`config.mk`:
```
export PLATFORM = sky130hd
export DESIGN_NAME = trafik_isigi_izleyici
export DESIGN_NICKNAME = d
export VERILOG_FILES = /design/src/rtl/trafik_isigi_izleyici.sv
export SDC_FILE = /design/constraint.sdc
export NUM_CORES = 1
export LEC_CHECK = 0
export ABC_AREA = 1
export BUFFER_PORTS_ARGS = -buffer_cell sky130_fd_sc_hd__buf_2
export CAP_MARGIN = 5
export CORE_MARGIN = 2
export CORE_UTILIZATION = 63
export CTS_BUF_LIST = sky130_fd_sc_hd__clkbuf_8 sky130_fd_sc_hd__clkbuf_16
export DETAILED_ROUTE_END_ITERATION = 16
export HOLD_SLACK_MARGIN = 0.03
export PLACE_DENSITY = 0.84
export SYNTH_ARGS = -nofsm -noshare
export SYNTH_HDL_FRONTEND = slang
export SYNTH_SLANG_ARGS = --single-unit
export TNS_END_PERCENT = 30
```
`constraint.sdc`:
```
create_clock -name sys_clk -period 4.9 [get_ports sys_clk]
set_input_delay 0.49 -clock sys_clk [delete_from_list [all_inputs] [get_ports sys_clk]]
set_output_delay 0.49 -clock sys_clk [all_outputs]
set_load 0.02 [all_outputs]
```
`src/rtl/trafik_isigi_izleyici.sv`:
```
// Reader/checker for the active-low 3-bit traffic-light LED bus: synchronises and
// debounces the pattern, decodes the phase, measures dwell time and flags protocol errors.
module trafik_isigi_izleyici #(
    parameter int                 STABLE_CYCLES = 4,
    parameter int                 DWELL_W       = 32,
    parameter logic [DWELL_W-1:0] MAX_DWELL     = 32'd96_000_000
) (
    input  logic               sys_clk,
    input  logic               sys_rst,
    input  logic [2:0]         led_in,
    input  logic               err_clear,
    output logic [1:0]         phase,
    output logic               phase_valid,
    output logic               phase_done,
    output logic [1:0]         last_phase,
    output logic [DWELL_W-1:0] last_dwell,
    output logic               err_pattern,
    output logic               err_order,
    output logic               err_timeout
);

    localparam int                 CNT_W     = $clog2(STABLE_CYCLES + 1);
    localparam logic [CNT_W-1:0]   CNT_MAX   = CNT_W'(STABLE_CYCLES);
    localparam logic [CNT_W-1:0]   CNT_ONE   = {{(CNT_W-1){1'b0}}, 1'b1};
    localparam logic [DWELL_W-1:0] DWELL_ONE = {{(DWELL_W-1){1'b0}}, 1'b1};
    localparam logic [DWELL_W-1:0] DWELL_SAT = {DWELL_W{1'b1}};

    typedef enum logic [2:0] {
        S_IDLE  = 3'd0,
        S_RED   = 3'd1,
        S_BLUE  = 3'd2,
        S_GREEN = 3'd3,
        S_BAD   = 3'd4
    } state_t;

    function automatic logic is_colour(input state_t s);
        case (s)
            S_RED, S_BLUE, S_GREEN: is_colour = 1'b1;
            default:                is_colour = 1'b0;
        endcase
    endfunction

    function automatic logic [1:0] phase_code(input state_t s);
        case (s)
            S_RED:   phase_code = 2'b01;
            S_BLUE:  phase_code = 2'b10;
            S_GREEN: phase_code = 2'b11;
            default: phase_code = 2'b00;
        endcase
    endfunction

    logic [2:0]         sync1_q, sync2_q, cand_q, cand_d, acc_q, acc_d;
    logic [CNT_W-1:0]   cnt_q, cnt_d;
    logic               acc_chg_q, acc_chg_d;
    state_t             state_q, dec_s;
    logic [DWELL_W-1:0] dwell_q, last_dwell_q;
    logic [1:0]         phase_q, last_phase_q;
    logic               phase_valid_q, phase_done_q, to_fired_q;
    logic               err_pattern_q, err_order_q, err_timeout_q;
    logic               order_ok_s, pat_set_s, order_set_s, to_set_s;

    // Glitch filter next state: a new candidate restarts the count, acceptance on reaching the limit
    always_comb begin
        cand_d    = cand_q;
        cnt_d     = cnt_q;
        acc_d     = acc_q;
        acc_chg_d = 1'b0;
        if (sync2_q != cand_q) begin
            cand_d = sync2_q;
            cnt_d  = CNT_ONE;
        end else if (cnt_q != CNT_MAX) begin
            cnt_d = cnt_q + CNT_ONE;
        end else begin
            cnt_d = cnt_q;
        end
        if ((cnt_d == CNT_MAX) && (cand_d != acc_q)) begin
            acc_d     = cand_d;
            acc_chg_d = 1'b1;
        end else begin
            acc_d     = acc_q;
            acc_chg_d = 1'b0;
        end
    end

    // Synchroniser and filter registers
    always_ff @(posedge sys_clk or posedge sys_rst) begin
        if (sys_rst) begin
            sync1_q   <= 3'b111;
            sync2_q   <= 3'b111;
            cand_q    <= 3'b111;
            acc_q     <= 3'b111;
            cnt_q     <= '0;
            acc_chg_q <= 1'b0;
        end else begin
            sync1_q   <= led_in;
            sync2_q   <= sync1_q;
            cand_q    <= cand_d;
            acc_q     <= acc_d;
            cnt_q     <= cnt_d;
            acc_chg_q <= acc_chg_d;
        end
    end

    // Decode accepted pattern and classify the pending transition
    always_comb begin
        case (acc_q)
            3'b101:  dec_s = S_RED;
            3'b011:  dec_s = S_BLUE;
            3'b110:  dec_s = S_GREEN;
            default: dec_s = S_BAD;
        endcase
        order_ok_s  = ((state_q == S_RED)   && (dec_s == S_BLUE))  ||
                      ((state_q == S_BLUE)  && (dec_s == S_GREEN)) ||
                      ((state_q == S_GREEN) && (dec_s == S_RED));
        pat_set_s   = acc_chg_q && (dec_s == S_BAD) && (state_q != S_BAD);
        order_set_s = acc_chg_q && is_colour(state_q) && is_colour(dec_s) && !order_ok_s;
        // Saturation keeps dwell at all-ones, so a one-shot flag stops a repeated raise
        to_set_s    = is_colour(state_q) && (dwell_q == MAX_DWELL) && !to_fired_q;
    end

    // Phase FSM with registered outputs, dwell counter and sticky error flags
    always_ff @(posedge sys_clk or posedge sys_rst) begin
        if (sys_rst) begin
            state_q       <= S_IDLE;
            phase_q       <= 2'b00;
            phase_valid_q <= 1'b0;
            phase_done_q  <= 1'b0;
            last_phase_q  <= 2'b00;
            last_dwell_q  <= '0;
            dwell_q       <= '0;
            to_fired_q    <= 1'b0;
            err_pattern_q <= 1'b0;
            err_order_q   <= 1'b0;
            err_timeout_q <= 1'b0;
        end else begin
            phase_done_q <= 1'b0;
            if (acc_chg_q) begin
                state_q    <= dec_s;
                to_fired_q <= 1'b0;
                if (is_colour(state_q)) begin
                    phase_done_q <= 1'b1;
                    last_phase_q <= phase_q;
                    last_dwell_q <= dwell_q;
                end
                if (is_colour(dec_s)) begin
                    dwell_q       <= DWELL_ONE;
                    phase_q       <= phase_code(dec_s);
                    phase_valid_q <= 1'b1;
                end else begin
                    dwell_q       <= '0;
                    phase_q       <= 2'b00;
                    phase_valid_q <= 1'b0;
                end
            end else begin
                if (to_set_s) begin
                    to_fired_q <= 1'b1;
                end
                if (is_colour(state_q) && (dwell_q != DWELL_SAT)) begin
                    dwell_q <= dwell_q + DWELL_ONE;
                end
            end
            err_pattern_q <= pat_set_s   ? 1'b1 : (err_clear ? 1'b0 : err_pattern_q);
            err_order_q   <= order_set_s ? 1'b1 : (err_clear ? 1'b0 : err_order_q);
            err_timeout_q <= to_set_s    ? 1'b1 : (err_clear ? 1'b0 : err_timeout_q);
        end
    end

    assign phase       = phase_q;
    assign phase_valid = phase_valid_q;
    assign phase_done  = phase_done_q;
    assign last_phase  = last_phase_q;
    assign last_dwell  = last_dwell_q;
    assign err_pattern = err_pattern_q;
    assign err_order   = err_order_q;
    assign err_timeout = err_timeout_q;

endmodule
```
# ---- After elaboration in Yosys (flattened, before gate mapping)
# Index checks and enable logic that the tools add are counted.
dict set report classes {
  addsub 2
  eq_ne 17
  n_mux 24
  reduce_logical 24
}
# operator count
set ops {}
lappend ops {{two-way mux 32 bit} 2}
lappend ops {{adder 32 x 1 -> 32 bit, second input constant} 1}
lappend ops {{== test 32 x 27 -> 1 bit, second input constant} 1}
lappend ops {{inequality test 32 bit, second input constant} 1}
lappend ops {{two-way mux 1 bit} 16}
lappend ops {{== test 3 x 2 -> 1 bit, second input constant} 5}
lappend ops {{== test 3 bit, second input constant} 4}
lappend ops {{logical AND 1 bit} 12}
lappend ops {{nonzero test 2 bit} 5}
lappend ops {{two-way mux 3 bit} 3}
lappend ops {{one-hot mux 3 bit (3 select lines)} 1}
lappend ops {{== test 3 x 1 -> 1 bit, second input constant} 2}
lappend ops {{inequality test 3 bit} 2}
lappend ops {{inequality test 3 bit, second input constant} 2}
lappend ops {{one-hot mux 2 bit (3 select lines)} 1}
lappend ops {{OR reduction 3 bit} 2}
lappend ops {{adder 3 x 1 -> 3 bit, second input constant} 1}
lappend ops {{zero test 1 bit} 2}
lappend ops {{logical OR 1 bit} 2}
lappend ops {{two-way mux 2 bit} 1}
lappend ops {{AND reduction 2 bit} 1}
dict set report word_totals {
  ff_bits 93
  inputBits 6
  out_inout_bits 41
  elab_cells 84
}

# ---- Longest topological paths before layout
# Gate-level depths: netlist (run 1).
dict set report depth {
  word_depth 9
  depth_mapped 12
  mapped_depth_nobuf 11
}

# ---- Worst setup path after synthesis (run 1)
# OpenSTA, ideal clock, no wires.
dict set report synth_timing {
  kind {reg-to-reg}
  startpoint {reg dwell_q[0]}
  endpoint {reg dwell_q[2]}
  setup_time_ns 0.121
  arrival_time_ns 1.538
  required_time_ns 4.779
  path_slack_ns 3.240
  path_stages_with_launch 12
  path_buffers 1
  period_less_slack_ns 1.660
  cell_sequence {dfrtp_1 ha_1 nand2_2 nor2_4 nand2_4 nor2_4 nand2_4 nand2_4 nand2_4 buf_6 nand2_1 o21ai_1}
}
dict set report synth_between {
  elab_chain_cells 3
  word_cells_on_any_way 6
  cone_classes {add/sub: 1; eq/ne: 1; mux: 2; reduce/logical: 2}
}
# element line_no
set synth_rtl {}
lappend synth_rtl {{start: declaration} 56} ;# logic [DWELL_W-1:0] dwell_q, last_dwell_q;
lappend synth_rtl {{start signal: assignment} 159} ;# dwell_q <= dwell_q + DWELL_ONE;
lappend synth_rtl {{adder 32 x 1 -> 32 bit or inequality test 32 bit (tied branches)} {159, 158}}
lappend synth_rtl {{two-way mux 32 bit or logical AND 1 bit (tied branches)} 158} ;# if (is_colour(state_q) && (dwell_q != DWELL_SAT)) begin
lappend synth_rtl {{two-way mux 32 bit or nonzero test 2 bit (tied branches)} -}
# Parallel ways exist; a longest one is shown, timed or not. The select of a mux whose other input is x is not followed.
# A chain may end at the register's enable or synchronous reset.

# ---- Worst setup path after layout (run 1)
dict set report layout_timing {
  startpoint {reg acc_chg_q}
  endpoint {reg last_dwell_q[2] (netlist: last_dwell[2])}
}
dict set report layout_between {
  elab_chain_cells 1
}
# element line_no
set layout_rtl {}
lappend layout_rtl {{start: declaration} 54} ;# logic acc_chg_q, acc_chg_d;
lappend layout_rtl {{start signal: assignment} 100} ;# acc_chg_q <= acc_chg_d;
lappend layout_rtl {{AND reduction 2 bit (no source line)} -}
lappend layout_rtl {{end signal: assignment} 143} ;# last_dwell_q <= dwell_q;
lappend layout_rtl {{end: declaration} 56}
# Every way passes these cells.

==> metrics.txt, run 1 <==
result of the run complete, no violations; Post-CTS Hold Fix Bufs 0; die height 89.7 um; part of the Yosys area used for sequential elements 50.1%; placer congestion estimate 0.944; critical path data required time 5.12 ns; path type of the worst min-delay path in2async; CTS tree yes; final core area utilization 70.3%; Placement Rows 31; total half-perimeter wirelength after legalization and detailed placement 7.85 mm; wire length on met3 487 um; Worst path slowest cell nor2_1; slew at the pin closest to its max-slew limit 1.07 ns; Final Skew 0.0105 ns; largest net degree at the start of global routing 60; Core Area 0.00718 sq mm; total of endpoints with negative setup slack in the final report 0; number of storage elements in the synthesis netlist 92; Final period util 59.0%; number of buffers created by CTS 9; RSZ-0062 raised after global routing no; gr ovfl total 0; uppermost layer routed met4; number of DRC markers after the initial detailed-route iteration 225; distinct cell type count of the synthesized netlist 28; type of destination of the critical path flip-flop; post-synth design cell area 0.00462 sq mm; highest clock frequency the design can meet 0.346 GHz; Critical Path AT 3.11 ns; Max Transition Viols Final 0; dpl cells 725; routed length per placed instance 14.4 um; number of nets with antenna violations after detailed routing 0; post-synth net total 609; first-pass GRT wire length 17.1 mm; clock sink count 92; die span in x 89.7 um; most common library cell in the layout ignoring fill and taps nand2_1; 1st-pass router iterations 5; Fillers 588; per-cell via count in the routed design 5.41; maximum VDD drop 0.158 mV; routed via count 4,012; Setup TNS 0 ns; effective utilization at floorplan 64.4%; CTS clock-pin slew for the worst setup and hold paths 0.09 ns; mean area per synthesized cell 7.72 sq um; cell count after synthesis 599; input/output buffers 46; Period minus WS final 2.89 ns; final std cells w/o fill 741; sort of element at the start of the critical path flip-flop; leading cell types in the layout, fill and taps excluded nand2_1 (218), dfrtp_1 (80), nor2_1 (79), inv_1 (50), buf_2 (46); post-route total power 1260 uW; worst slew margin relative to its limit 29.0%; die area 0.00804 sq mm; number of levels the H-tree was split into 3; chain of cells forming the critical path inv_1, nor2_1, inv_2, nand2_1, o21ai_0; CTS-repair resized insts 0; share of cells above drive strength 1 14.5%; number of nets in the finished design 647; power density over cell area 250 mW/mm^2; Crit path largest cell delay 0.73 ns; Syn. warnings 0; number of maximum-capacitance constraint violations 0; via count of the first global-routing pass 3,643; DRC Markers 0; detailed-route wire length 10.7 mm; routed length on met2 5.01 mm; Area Growth Syn to Fin 9.12%; Ports 47; Bufs on Longest Clock Path 2; maximum fanout along the worst path 59; met1 WL 4.97 mm; type of the setup path with the least slack reg2reg; antenna violations before repair 0; Leakage Power 0.00247 uW; final hold vios 0; clock insertion delay at the later pin of the skew report 0.36 ns; clk root buf clkbuf_8; Post-CTS Setup Bufs 0; number of diodes added for antenna fixing 0; global-route usage over all layers 28.3%
[state kept, by name (all words and copies together) (netlist names)]
register	count
cnt_q	3
phase_valid	1
err_timeout	1
dwell_q	32
phase_done	1
last_dwell	32
last_phase	2
state_q	3
to_fired_q	1
sync2_q	3
cand_q	3
acc_chg_q	1
err_pattern	1
acc_q	3
phase	1
err_order	1
sync1_q	3
[Yosys cell counts]
cell	n	area (sq um)
nand3b_1	1	7.51
inv_2	1	3.75
dfstp_2	12	315
inv_1	49	184
nor2_1	79	297
or2_2	6	37.5
ha_1	4	50.1
buf_6	4	45.0
a21oi_1	2	10.0
nor3_1	6	30.0
clkinv_2	1	5.00
xnor2_1	4	35.0
nand2_4	4	45.0
dfrtp_1	80	2000
nand3_1	28	140
o21ai_0	24	120
nor2_4	5	56.3
buf_2	4	20.0
o21ai_1	16	80.1
clkbuf_1	10	37.5
nor3b_1	2	15.0
buf_4	1	7.51
buf_1	1	3.75
nand2_1	218	818
nand4_1	25	156
xor2_1	10	87.6
nand2_2	1	6.26
o21bai_1	1	7.51
[final cells by class]
type	count	area, sq um	share of cell area, %
clock buffer	9	124	2.46
timing repair buffer	47	238	4.71
sequential	92	2320	45.9
inverter	51	194	3.84
tap	99	124	2.46
multi-input combinational	436	2000	39.7
clock inverter	7	45.0	0.893
[layer usage]
| metal | global-route usage [%] | vias to the layer above |
|---|---|---|
| met5 | 0 | - |
| met4 | 10.0 | 0 |
| met3 | 4.02 | 18 |
| met2 | 45.2 | 110 |
| met1 | 39.8 | 1921 |
| li1 | - | 1963 |
[power breakdown]
group          leakage (uW)  switching (uW)  internal [uW]
Combinational       0.00114            24.0           8.76
Clock             0.0000886             271            183
Sequential          0.00124            5.31            769
Total               0.00247             301            961
[cells by family (layout without fill, tap and decap cells)]
kind of cell	Yosys count	after routing	share of synthesized area [%]
AO/OA/AOI/OAI	43	43	4.71
buffers and inverters	71	114	6.63
XOR/XNOR	14	14	2.65
adder cells (fa/ha/maj)	4	4	1.08
AND/OR/NAND/NOR	375	375	34.8
flip-flops	92	92	50.1
[critical path, delay by kind of cell, from the launching register on]
family | cells | cell delay, ns
buffers and inverters | 2 | 1.10
and+or+nand+nor | 2 | 0.90
AOI/OAI and AO/OA | 1 | 0.10
DFF | 1 | 0.61
[worst paths after layout]
path | cells past startpoint | slack [ns] | to | start
worst max-delay path | 5 | 2.01 | last_dwell[2] | acc_chg_q
worst min-delay path | 2 | 0.14 | last_dwell[27] | sys_rst
worst max register to register | 5 | 2.01 | last_dwell[2] | acc_chg_q
worst min register to register | 0 | 0.36 | sync2_q[2] | sync1_q[2]
max in group asynchronous | 3 | 3.65 | last_dwell[1] | sys_rst
min in group sys_clk | 1 | 0.22 | sync1_q[0] | led_in[0]
[per-stage QoR]
step / area, sq um / worst slack [ns] / hold WS (ns)
after floorplan: 4620 / 2.04 / 0.345
after CTS: 5040 / 1.98 / 0.160
after detailed placement: 4880 / 2.02 / 0.348
after global routing: 5040 / 1.68 / 0.188
final: 5040 / 2.01 / 0.142
after global placement: 4880 / 2.19 / 0.347
No activity file was read; power rests on OpenSTA's default activity.
==> inputs of run 2 (changes only) <==
--- a/config.mk
+++ b/config.mk
@@ -9,11 +9,11 @@
 export BUFFER_PORTS_ARGS = -buffer_cell sky130_fd_sc_hd__buf_2
 export CAP_MARGIN = 5
 export CORE_MARGIN = 2
-export CORE_UTILIZATION = 63
+export CORE_UTILIZATION = 53
 export CTS_BUF_LIST = sky130_fd_sc_hd__clkbuf_8 sky130_fd_sc_hd__clkbuf_16
 export DETAILED_ROUTE_END_ITERATION = 16
 export HOLD_SLACK_MARGIN = 0.03
-export PLACE_DENSITY = 0.84
+export PLACE_DENSITY = 0.76
 export SYNTH_ARGS = -nofsm -noshare
 export SYNTH_HDL_FRONTEND = slang
 export SYNTH_SLANG_ARGS = --single-unit
==> constraint.sdc (replaced) <==
create_clock -name sys_clk -period 2.4 [get_ports sys_clk]
set_input_delay 0.24 -clock sys_clk [delete_from_list [all_inputs] [get_ports sys_clk]]
set_output_delay 0.24 -clock sys_clk [all_outputs]
set_load 0.02 [all_outputs]
==> metrics.txt, run 2 (synthesis gave the netlist of run 1 again) <==
result of the run complete, no violations; CTS-repair resized insts 0; worst slew margin relative to its limit 44.4%; post-route worst setup slack 0.322 ns; maximum VDD drop 0.248 mV; RSZ-0062 raised after global routing no; Bufs on Longest Clock Path 2; most common library cell in the layout ignoring fill and taps nand2_1; type of the setup path with the least slack reg2reg; clock insertion delay at the later pin of the skew report 0.37 ns; total of endpoints with negative setup slack in the final report 0; type of destination of the critical path flip-flop; placer congestion estimate 0.943; switching power share of the total 25.6%; cell internal power dissipation 2010 uW; power density over cell area 521 mW/mm^2; detailed-route wire length 10.8 mm; leading cell types in the layout, fill and taps excluded nand2_1 (218), dfrtp_1 (80), nor2_1 (79), inv_1 (48), buf_2 (46); number of maximum-capacitance constraint violations 0; number of levels the H-tree was split into 3; number of buffers created by CTS 9; Leakage Power 0.00253 uW; first-pass GRT wire length 18.4 mm; path type of the worst min-delay path in2reg; routed length per placed instance 14.3 um; effective utilization at floorplan 53.8%; antenna violations before repair 0; Ports 47; DRC Markers 0; reg-to-reg setup timing slack 0.32 ns; hold-critical path depth 4; number of diodes added for antenna fixing 0; end of the worst register-to-register path dwell_q[15]; clock sink count 92; via count of the first global-routing pass 3,937; input/output buffers 46; part of the power in combinational logic 2.7%; maximum fanout along the worst path 21; Setup TNS 0 ns; number of DRC markers after the initial detailed-route iteration 215; Placement Rows 34; Final period util 86.6%; Switching Power 692 uW; per-cell via count in the routed design 5.29; share of cells above drive strength 1 15.3%; Register-to-Register Path Depth 11; number of nets in the finished design 657; critical path data required time 2.71 ns; largest net degree at the start of global routing 93; slew at the pin closest to its max-slew limit 0.834 ns; gr ovfl total 0; CTS clock-pin slew for the worst setup and hold paths 0.10 ns; Core Area 0.00859 sq mm; worst hold endpoint err_pattern; Worst R2R Start dwell_q[0]; highest clock frequency the design can meet 0.481 GHz; die height 97.4 um; Setup Slack @ Placement 0.374 ns; Critical Path AT 2.39 ns; clk root buf clkbuf_8; 1st-pass router iterations 6; fraction of power consumed by sequential logic 58.4%; Fillers 783; Max Transition Viols Final 0; number of nets with antenna violations after detailed routing 0; Period minus WS final 2.08 ns; global-route usage over all layers 24.0%; clock power share 38.8%; routed via count 4,021; sort of element at the start of the critical path flip-flop; Final Skew 0.0102 ns; CTS tree yes; total half-perimeter wirelength after legalization and detailed placement 7.79 mm; final hold vios 0; die area 0.00949 sq mm; post-route total power 2700 uW; Area Growth Syn to Fin 12.2%; Worst Min Path Start err_clear; die span in x 97.4 um
[run 2: changes by cell type in the layout (fill, tap and decap cells not counted), moves of 2 or more]
cell / previous run / this run
clkinv_2: 3 / 1
clkinv_8: 0 / 2
inv_8: 0 / 2
dlygate4sd3_1: 0 / 4
buf_4: 1 / 6
inv_1: 50 / 48
[run 2: final cells by class]
type	instances	area [sq um]	area share, %
Timing Repair Buffer	57	335	6.46
Multi-Input combinational cell	436	2000	38.5
Clock buffer	9	124	2.39
Sequential cell	92	2320	44.7
Inverter	51	196	3.79
Clock inverter	7	81.3	1.57
Tap cell	108	135	2.60
[run 2: what timing repair did]
item | 4_1_cts | 5_1_grt
hold buffers | 4 | 0
setup endpoints to repair | 0 | 0
hold endpoints to repair | 20 | 0
setup buffers | 0 | 0
[run 2: stage by stage]
stage	area, sq um	hold WS (ns)	instances	utilization [%]
2_1_floorplan	4630	0.244	599	-
3_3_place_gp	4940	0.345	740	57.5
3_5_place_dp	4940	0.346	740	57.5
4_1_cts	5190	0.134	760	60.4
5_1_grt	5190	0.139	760	60.4
6_report	5190	0.133	760	60.4
[run 2: worst max-delay path by stage]
stage,to,start,slack [ns],cells after the start
finish,dwell_q[15],dwell_q[0],0.32,11
detailed placement,dwell_q[16],dwell_q[0],0.37,11
global placement,dwell_q[21],dwell_q[0],0.48,11
floorplan,dwell_q[2],dwell_q[0],0.74,11
CTS,dwell_q[15],dwell_q[0],0.33,11
global route,dwell_q[15],dwell_q[0],0.14,11
[run 2: worst max-delay path, cell delays in order, from the launching register on]
cell and delay [ns]:
dfrtp_1 0.43, ha_1 0.29, nand2_2 0.11, nor2_4 0.19, nand2_4 0.09, nor2_4 0.16, nand2_4 0.09, nand2_4 0.07
nand2_4 0.11, clkinv_2 0.28, nand2_1 0.10, nand2_1 0.07
[run 2: power groups by stage]
stage / logic, uW / registers [uW] / clock network, uW
3_5_place_dp: 72.0 / 1610 / 0
5_1_grt: 87.3 / 1580 / 1130
4_1_cts: 77.2 / 1580 / 1070
3_3_place_gp: 69.0 / 1610 / 0
6_report: 73.8 / 1580 / 1050
2_1_floorplan: 49.7 / 1610 / 0
[run 2: routing by layer]
layer | up-vias | wire length [um] | global-route usage, %
li1 | 1987 | - | -
met1 | 1848 | 4990 | 33.2
met2 | 154 | 4960 | 37.8
met3 | 32 | 588 | 4.68
met4 | 0 | 292 | 9.19
met5 | - | 0 | 0
